==> config.mk <==
export PLATFORM = sky130hd
export DESIGN_NAME = spr_dma
export DESIGN_NICKNAME = d
export VERILOG_FILES = /design/src/rtl/mem_pkg.sv /design/src/rtl/spr_dma.sv
export SDC_FILE = /design/constraint.sdc
export NUM_CORES = 1
export LEC_CHECK = 0
export ABC_AREA = 1
export ABC_CLOCK_PERIOD_IN_PS = 1400
export CORE_ASPECT_RATIO = 1.75
export CORE_MARGIN = 4
export CORE_UTILIZATION = 39
export CTS_CLUSTER_DIAMETER = 100
export CTS_CLUSTER_SIZE = 24
export DETAILED_ROUTE_END_ITERATION = 10
export GPL_TIMING_DRIVEN = 0
export PLACE_DENSITY = 0.77
export SLEW_MARGIN = 30
export SYNTH_ARGS = -nofsm -noshare
export SYNTH_HDL_FRONTEND = slang
export SYNTH_SLANG_ARGS = --single-unit
==> constraint.sdc <==
create_clock -name clk -period 1.4 [get_ports clk]
set_input_delay 0.35 -clock clk [delete_from_list [all_inputs] [get_ports clk]]
set_output_delay 0.35 -clock clk [all_outputs]
set_load 0.01 [all_outputs]
==> src/rtl/mem_pkg.sv <==
// Shared memory-map constants and the sprite-DMA state type.
package mem_pkg;

   localparam logic [15:0] ADDR_SPR_RAM_DMA = 16'h4014;
   localparam logic [15:0] ADDR_OAM_DATA    = 16'h2004;

   typedef enum logic [2:0] {
      IDLE  = 3'd0,
      HALT  = 3'd1,
      ALIGN = 3'd2,
      READ  = 3'd3,
      WRITE = 3'd4
   } dma_state_t;

endpackage

==> src/rtl/spr_dma.sv <==
// Sprite DMA: halts the CPU and copies one 256-byte page to the OAM data port.
// Optional macro SPR_DMA_ALIGN_EN adds an alignment cycle on odd-parity starts.
module spr_dma
   import mem_pkg::*;
#(
   parameter logic [15:0] DMA_TRIG_ADDR = ADDR_SPR_RAM_DMA,
   parameter logic [15:0] OAM_DATA_ADDR = ADDR_OAM_DATA
) (
   input  logic        clk,
   input  logic        b_rst,
   input  logic [15:0] cpu_addr_out,
   input  logic [7:0]  cpu_data_out,
   input  logic        cpu_wen,
   output logic        cpu_rdy,
   output logic [15:0] dma_addr,
   output logic        dma_ren,
   output logic        dma_wen,
   input  logic [7:0]  dma_rdata,
   output logic [7:0]  dma_wdata,
   output logic        dma_busy,
   output logic        dma_done
);

   dma_state_t r_state;
   dma_state_t w_next;
   logic [7:0] r_page;
   logic [7:0] r_index;
   logic [7:0] r_latch;
   logic       r_done;
   logic       w_trig;

   assign w_trig = cpu_wen && (cpu_addr_out == DMA_TRIG_ADDR);

`ifdef SPR_DMA_ALIGN_EN
   logic r_parity;

   always_ff @(posedge clk or negedge b_rst) begin
      if (!b_rst) r_parity <= 1'b0;
      else        r_parity <= ~r_parity;
   end
`endif

   always_comb begin
      w_next = r_state;
      case (r_state)
         IDLE:  if (w_trig) w_next = HALT;
`ifdef SPR_DMA_ALIGN_EN
         HALT:  w_next = r_parity ? ALIGN : READ;
`else
         HALT:  w_next = READ;
`endif
         ALIGN: w_next = READ;
         READ:  w_next = WRITE;
         WRITE: w_next = (r_index == 8'hFF) ? IDLE : READ;
         default: w_next = IDLE;
      endcase
   end

   // Triggers while busy never reach the page latch because only IDLE samples them.
   always_ff @(posedge clk or negedge b_rst) begin
      if (!b_rst) begin
         r_state <= IDLE;
         r_page  <= 8'h00;
         r_index <= 8'h00;
         r_latch <= 8'h00;
         r_done  <= 1'b0;
      end else begin
         r_state <= w_next;
         r_done  <= (r_state == WRITE) && (r_index == 8'hFF);
         if ((r_state == IDLE) && w_trig) begin
            r_page  <= cpu_data_out;
            r_index <= 8'h00;
         end
         if (r_state == READ)  r_latch <= dma_rdata;
         if (r_state == WRITE) r_index <= r_index + 8'd1;
      end
   end

   always_comb begin
      cpu_rdy   = (r_state == IDLE);
      dma_busy  = (r_state != IDLE);
      dma_ren   = (r_state == READ);
      dma_wen   = (r_state == WRITE);
      dma_done  = r_done;
      dma_addr  = 16'h0000;
      dma_wdata = 8'h00;
      if (r_state == READ) begin
         dma_addr = {r_page, r_index};
      end else if (r_state == WRITE) begin
         dma_addr  = OAM_DATA_ADDR;
         dma_wdata = r_latch;
      end
   end

endmodule

==> metrics, run 1 <==
Clock Skews roughly 4.8 ps; Period minus WS final 1700 ps; Worst Setup Slack, final -299 ps; # hold bufs at CTS 0; WL final 4.79 mm; maximum vdd drop approximately 1.0 mV; P_leak 0.00139 uW; final slew viol count 0; Fin. Hold Viols 0; residual DRC count 0; Total GRT Usage 17.2%; Critical Path, Cell by Cell nand2_2 -> nor2_4 -> inv_4 -> buf_8 -> nor2_2 -> buf_2; filler cell count 277; Synthesized Nets around 250; Via Count 1694; Pwr Density 1410 nW/um^2; status finished, violations left; failing checks negative setup slack; CTS tree yes; Switching Fraction 38.7%; antenna cells 0; GPL Wtd Cong 0.859; Max-Cap Viols 0; worst skew pair latency 270 ps; clock tree buffer depth 2; first-pass GRT wire length a little over 7 mm; clock share of power 16.3%; Die Ht 91.6 microns; post-DP HPWL 2.96 mm; fin crit share 121%; H-tree levels 1; Syn Area/Cell 7.35 sq um; mapped cell area ~1600 sq um; drt initial violations 61; Final ANT Viol Nets 0; row cnt 30; vias per cell 4.87; Sink Count 28; Hold Crit Class in -> async; Slew @ Worst Pin 641 ps; combinational power share 54.8%; internal power 2390 uW; Critical Path RT 1050 ps; Gate Count Post-Synth around 210; #FFs+latches synth 28; Final Util 71.4%; setup TNS -7130 ps; Final Non-Filler Cells approximately 350; CP Capture Type output pin; Cell variety after synth 24; share of power burned in registers 28.9%; net switching power 1510 uW; Worst-path clk slew 90 ps; Area growth, synth to finish 77.3%; Slew headroom 57.3%; CP startpoint kind flop; CORE AREA 3870 sq um; Final setup viols 30; TritonCTS Buffers 3; vias in the first global route between 1500 and 2000; I/O Buffers 63; DR pass1 iterations 4; largest net degree at the start of global routing 29; layout cell share with drive strength beyond 1 a little under two fifths; CP Data Arrival Time between 1000 and 1500 ps; cell area after layout 2760 sq um; RSZ-0062 raised after global routing true; grt total ovfl 0; post-placement cell count ~320; Crit Path Class reg -> out; Die X 55.8 microns; die area 5110 sq um; Post-DP Area around 2200 sq um; initial antenna violation count 0; Slowest-stage cell, CP dfrtp_1; wire per inst 13.8 microns; Initial Utilization 40.3%; Synthesis Warnings 0; CTS Root Cell clkbuf_8; Max Freq 589 MHz; crit-path max FO 6; IO Pins 64; crit-path max cell delay 410 ps; Final nets between 300 and 400; post-synthesis sequential area ratio 45.0%
==> power by group through the flow <==
| stage | Combinational, uW | Sequential [uW] | Clock, uW |
|---|---|---|---|
| floorplan | 851 | 1090 | 0 |
| detailed placement | 1350 | 1110 | 0 |
| global placement | 1330 | 1110 | 0 |
| finish | 2140 | 1130 | 635 |
| global route | 2310 | 1150 | 680 |
| CTS | 1740 | 1120 | 647 |
==> Yosys cell counts <==
library cell	number	area (sq um)
nand2_1	53	199
nor2_1	40	150
dfrtp_1	28	701
inv_1	26	97.6
nand3_1	15	75.1
o21ai_1	11	55.1
nand4_1	10	62.6
inv_2	6	22.5
a21oi_1	5	25.0
buf_4	3	22.5
buf_2	2	10.0
a21oi_2	1	8.76
and2_0	1	6.26
buf_6	1	11.3
clkbuf_1	1	3.75
ha_1	1	12.5
nand2_4	1	11.3
nand3_4	1	17.5
nand4_2	1	12.5
nor2_2	1	6.26
nor2_8	1	20.0
nor3_4	1	16.3
o21ai_0	1	5.00
or2_1	1	6.26
==> what timing repair did <==
action                                  4_1_cts  5_1_grt
endpoints found under the setup margin       46       47
resized for setup                           153       64
buffers inserted                             14        9
cloned                                        1        2
pin swaps                                    10       16
==> metrics by stage <==
step	worst slack, ps	power (uW)	hold WS [ps]
detailed placement	-643	2460	402
CTS	-316	3510	97.1
global placement	-634	2430	454
floorplan	-12.2	1940	54.4
finish	-299	3900	87.3
global route	-377	4140	120
==> final cells by class <==
type                            instances  area [sq um]  share of cell area, %
Clock inverter                          1          30.0                   1.09
Buffer                                  5          63.8                   2.31
Timing Repair Buffer                   85           825                   29.9
Clock buffer                            3          41.3                   1.50
Timing Repair inverter                  1          6.26                  0.227
Multi-Input combinational cell        145           898                   32.5
Inverter                               32           135                   4.89
Tap cell                               48          60.1                   2.17
Sequential cell                        28           702                   25.4
==> sequential cells by signal, summed over array words and instances, names as in the netlist <==
name and cells:
r_latch 8, dma_done 1, r_state 3, r_index 8, r_page 8
==> worst paths after layout <==
| check | from | endpoint | slack [ps] | depth (start not counted) |
|---|---|---|---|---|
| max in group asynchronous | b_rst | r_state[2]$_DFFE_PN0P_ | 860 | 1 |
| min in group clk | r_page[2]$_DFFE_PN0P_ | r_page[2]$_DFFE_PN0P_ | 480 | 2 |
| setup reg to reg | r_index[2]$_DFFE_PN0P_ | r_index[5]$_DFFE_PN0P_ | -20 | 6 |
| hold reg to reg | r_page[2]$_DFFE_PN0P_ | r_page[2]$_DFFE_PN0P_ | 480 | 2 |
| hold / removal | b_rst | dma_done$_DFF_PN0_ | 90 | 1 |
| setup / recovery | r_state[0]$_DFFE_PN0P_ | dma_addr[12] | -300 | 6 |
==> layout by cell type (no fill, tap or decap), types with 2 or more instances in the layout <==
master | netlist | layout
a21oi_1 | 5 | 4
a21oi_2 | 1 | 2
buf_2 | 2 | 14
buf_4 | 3 | 13
buf_6 | 1 | 23
buf_8 | 0 | 4
clkbuf_8 | 0 | 3
clkdlybuf4s50_1 | 0 | 26
dfrtp_1 | 28 | 27
dlymetal6s2s_1 | 0 | 7
inv_1 | 26 | 25
inv_2 | 6 | 3
inv_4 | 0 | 4
nand2_1 | 53 | 45
nand2_2 | 0 | 7
nand2_4 | 1 | 2
nand3_1 | 15 | 10
nand3_2 | 0 | 4
nand3_4 | 1 | 2
nand4_1 | 10 | 10
nor2_1 | 40 | 17
nor2_2 | 1 | 9
nor2_4 | 0 | 15
o21ai_1 | 11 | 10
==> per-layer routing <==
layer	wire (microns)	part of all wire (%)	GRT usage, %	up-vias
met2	2900	61	33.3	63
li1	-	-	-	841
met3	207	4.3	2.28	14
met4	139	2.9	10.3	0
met1	1540	32	16.4	776
met5	0	0	0	-
==> worst max-delay path: cells and delay by family (launching register included) <==
family	cells	cell delay, ps
simple gates	3	310
flops	1	410
buf+inv	3	350
==> kinds of logic (layout without fill, tap and decap cells) <==
logic type / after synthesis / in the layout / synth area share [%]
and+or+nand+nor: 126 / 126 / 37.4
buffers and inverters: 39 / 127 / 10.8
DFF: 28 / 28 / 45.0
AOI/OAI and AO/OA: 18 / 18 / 6.02
adders and majority gates: 1 / 1 / 0.803
Note: power is estimated with default switching activity, not from simulation.
==> inputs of run 2 (changes only) <==
--- a/config.mk
+++ b/config.mk
@@ -13,6 +13,7 @@
 export CTS_CLUSTER_DIAMETER = 100
 export CTS_CLUSTER_SIZE = 24
 export DETAILED_ROUTE_END_ITERATION = 10
+export GPL_ROUTABILITY_DRIVEN = 1
 export GPL_TIMING_DRIVEN = 0
 export PLACE_DENSITY = 0.77
 export SLEW_MARGIN = 30
==> results of run 2 <==
The final DEF is identical to that of run 1; final timing and power are the same.
==> inputs of run 3 (changes only) <==
--- a/config.mk
+++ b/config.mk
@@ -6,16 +6,16 @@
 export NUM_CORES = 1
 export LEC_CHECK = 0
 export ABC_AREA = 1
-export ABC_CLOCK_PERIOD_IN_PS = 1400
+export ABC_CLOCK_PERIOD_IN_PS = 1650
 export CORE_ASPECT_RATIO = 1.75
 export CORE_MARGIN = 4
-export CORE_UTILIZATION = 39
+export CORE_UTILIZATION = 43
 export CTS_CLUSTER_DIAMETER = 100
 export CTS_CLUSTER_SIZE = 24
 export DETAILED_ROUTE_END_ITERATION = 10
 export GPL_ROUTABILITY_DRIVEN = 1
 export GPL_TIMING_DRIVEN = 0
-export PLACE_DENSITY = 0.77
+export PLACE_DENSITY_LB_ADDON = 0.3
 export SLEW_MARGIN = 30
 export SYNTH_ARGS = -nofsm -noshare
 export SYNTH_HDL_FRONTEND = slang
==> constraint.sdc (replaced) <==
create_clock -name clk -period 1.65 [get_ports clk]
set_input_delay 0.4125 -clock clk [delete_from_list [all_inputs] [get_ports clk]]
set_output_delay 0.4125 -clock clk [all_outputs]
set_load 0.01 [all_outputs]
==> metrics, run 3 (synthesis results as in run 1) <==
status finished, violations left; failing checks negative setup slack; Final Non-Filler Cells 352 (+1.1%); most frequent cells in the layout 51 x nand2_1, 34 x clkdlybuf4s50_1, 27 x dfrtp_1; Worst Setup Slack, final -157 ps (+141 ps); worst skew pair latency 270 ps (about the same); residual DRC count 0 (unchanged); Final Util 75.8% (+4.4 points); grt total ovfl 0 (unchanged); CP Capture Type output pin; row cnt 28 (-6.7%); antenna cells 0 (unchanged); RSZ-0062 raised after global routing true; vias in the first global route 1719 (+3.1%); Crit Path Class reg -> out; # hold bufs at CTS 0 (unchanged); wire per inst 14.5 microns (+5.2%); Final nets 344 (+2.1%); Die Ht 87.6 microns (-4.4%); Max Freq about 550 MHz; first-pass GRT wire length 7.54 mm (+6.6%); drt initial violations 65 (+6.6%); crit-path max FO 5 (-1); I/O Buffers 63 (unchanged); Die X 53.5 microns (-4.1%); setup TNS -3140 ps (+3990 ps); CTS Root Cell clkbuf_8; WL final 5.10 mm (+6.4%); CTS tree yes; Period minus WS final 1810 ps; Clock Skews 4.91 ps (+0.110 ps); Sink Count 28 (unchanged); Fin. Hold Viols 0 (unchanged); Worst-path clk slew 90 ps (about the same); Total GRT Usage 21.8% (+4.6 points); Slew @ Worst Pin 635 ps (-5.69 ps); initial antenna violation count 0 (unchanged); DR pass1 iterations 5 (+1); CP Data Arrival Time 1390 ps (+40 ps); Slowest-stage cell, CP dfrtp_1; filler cell count 251 (-9.4%); die area 4690 sq um (-8.3%); H-tree levels 1 (unchanged); total power 3300 uW (-15%); layout cell share with drive strength beyond 1 33.9% (-4.5 points); Final ANT Viol Nets 0 (unchanged); largest net degree at the start of global routing 29 (unchanged); vias per cell 5.11 (+4.9%); Via Count 1797 (+6.1%); post-DP HPWL 3.00 mm (+1.6%); Critical Path RT 1240 ps (+190 ps); Critical Path, Cell by Cell nand2_2 -> nor2_4 -> inv_4 -> buf_4 -> nor2_2 -> buf_2; Setup WS pre-CTS -477 ps (+166 ps); Pwr Density 1270 nW/um^2 (-10%); CP startpoint kind flop; maximum vdd drop 0.813 mV (-22%); Max-Cap Viols 0 (unchanged); Slew headroom 57.7% (+0.38 points); crit-path max cell delay 420 ps (about the same); Hold Crit Class in -> async; IO Pins 64 (unchanged); Area growth, synth to finish 67.1%; CORE AREA 3430 sq um (-11%); Final setup viols 27 (-10%); GPL Wtd Cong 0.858 (about the same); clock tree buffer depth 2 (unchanged); Largest regs r_index (8), r_latch (8), r_page (8); fin crit share 110%; commonest non-fill, non-tap cell in the layout nand2_1; Initial Utilization 45.4% (+5.1 points); post-placement cell count 320 (-0.93%); P_leak 0.00130 uW (-6.1%); final slew viol count 0 (unchanged); TritonCTS Buffers 3 (unchanged)
run 3: cell count changes in the layout (fill, tap and decap cells not counted), sizes merged:
cell           before  now
dlymetal6s2s        7    0
buf                55   63
clkdlybuf4s50      26   34
dlygate4sd2         1    0
bufinv              1    0
run 3: worst max-delay path: cells and delay by family (launching register included):
kind                   cells  cell delay (ps)
and+or+nand+nor            3              350
DFF                        1              420
buffers and inverters      3              360
run 3: layer usage:
metal | track usage, % | wire [microns]
met5 | 0 | 0
met4 | 11.2 | 116
met3 | 2.73 | 291
met2 | 41.8 | 2960
met1 | 21.4 | 1730
run 3: area by class of cell:
type,instances,area [sq um],area share [%]
Inverter,32,138,5.29
Clock buffer,4,55.1,2.11
Tap cell,45,56.3,2.16
Timing Repair Buffer,92,801,30.8
Sequential cell,28,702,27.0
Multi-Input combinational cell,145,790,30.3
Timing Repair inverter,1,6.26,0.240
Buffer,5,56.3,2.16
run 3: power by group:
part | switching, uW | total, uW | internal, uW
Clock | 207 | 420 | 213
Combinational | 979 | 1930 | 951
Sequential | 106 | 953 | 847
run 3: worst paths after layout:
| kind | cells after the start | slack (ps) | endpoint | start |
|---|---|---|---|---|
| max | 6 | -160 | dma_addr[15] | r_state[1]$_DFFE_PN0P_ |
| min | 1 | 140 | r_index[5]$_DFFE_PN0P_ | b_rst |
| max reg2reg | 9 | 110 | r_index[2]$_DFFE_PN0P_ | r_state[2]$_DFFE_PN0P_ |
| min reg2reg | 2 | 480 | r_page[6]$_DFFE_PN0P_ | r_page[6]$_DFFE_PN0P_ |
| max in group asynchronous | 1 | 1050 | r_state[2]$_DFFE_PN0P_ | b_rst |
| min in group clk | 2 | 480 | r_page[6]$_DFFE_PN0P_ | r_page[6]$_DFFE_PN0P_ |
run 3: stage by stage:
stage / area (sq um) / hold slack [ps]
CTS: 2420 / 175
floorplan: 1560 / 117
finish: 2600 / 142
global route: 2600 / 190
detailed placement: 2240 / 458
global placement: 2240 / 454
run 3: timing repair:
item	CTS	global route
pin swaps	7	6
setup buffers	16	13
setup endpoints to repair	29	36
cloned	2	0
gates resized for setup	147	28
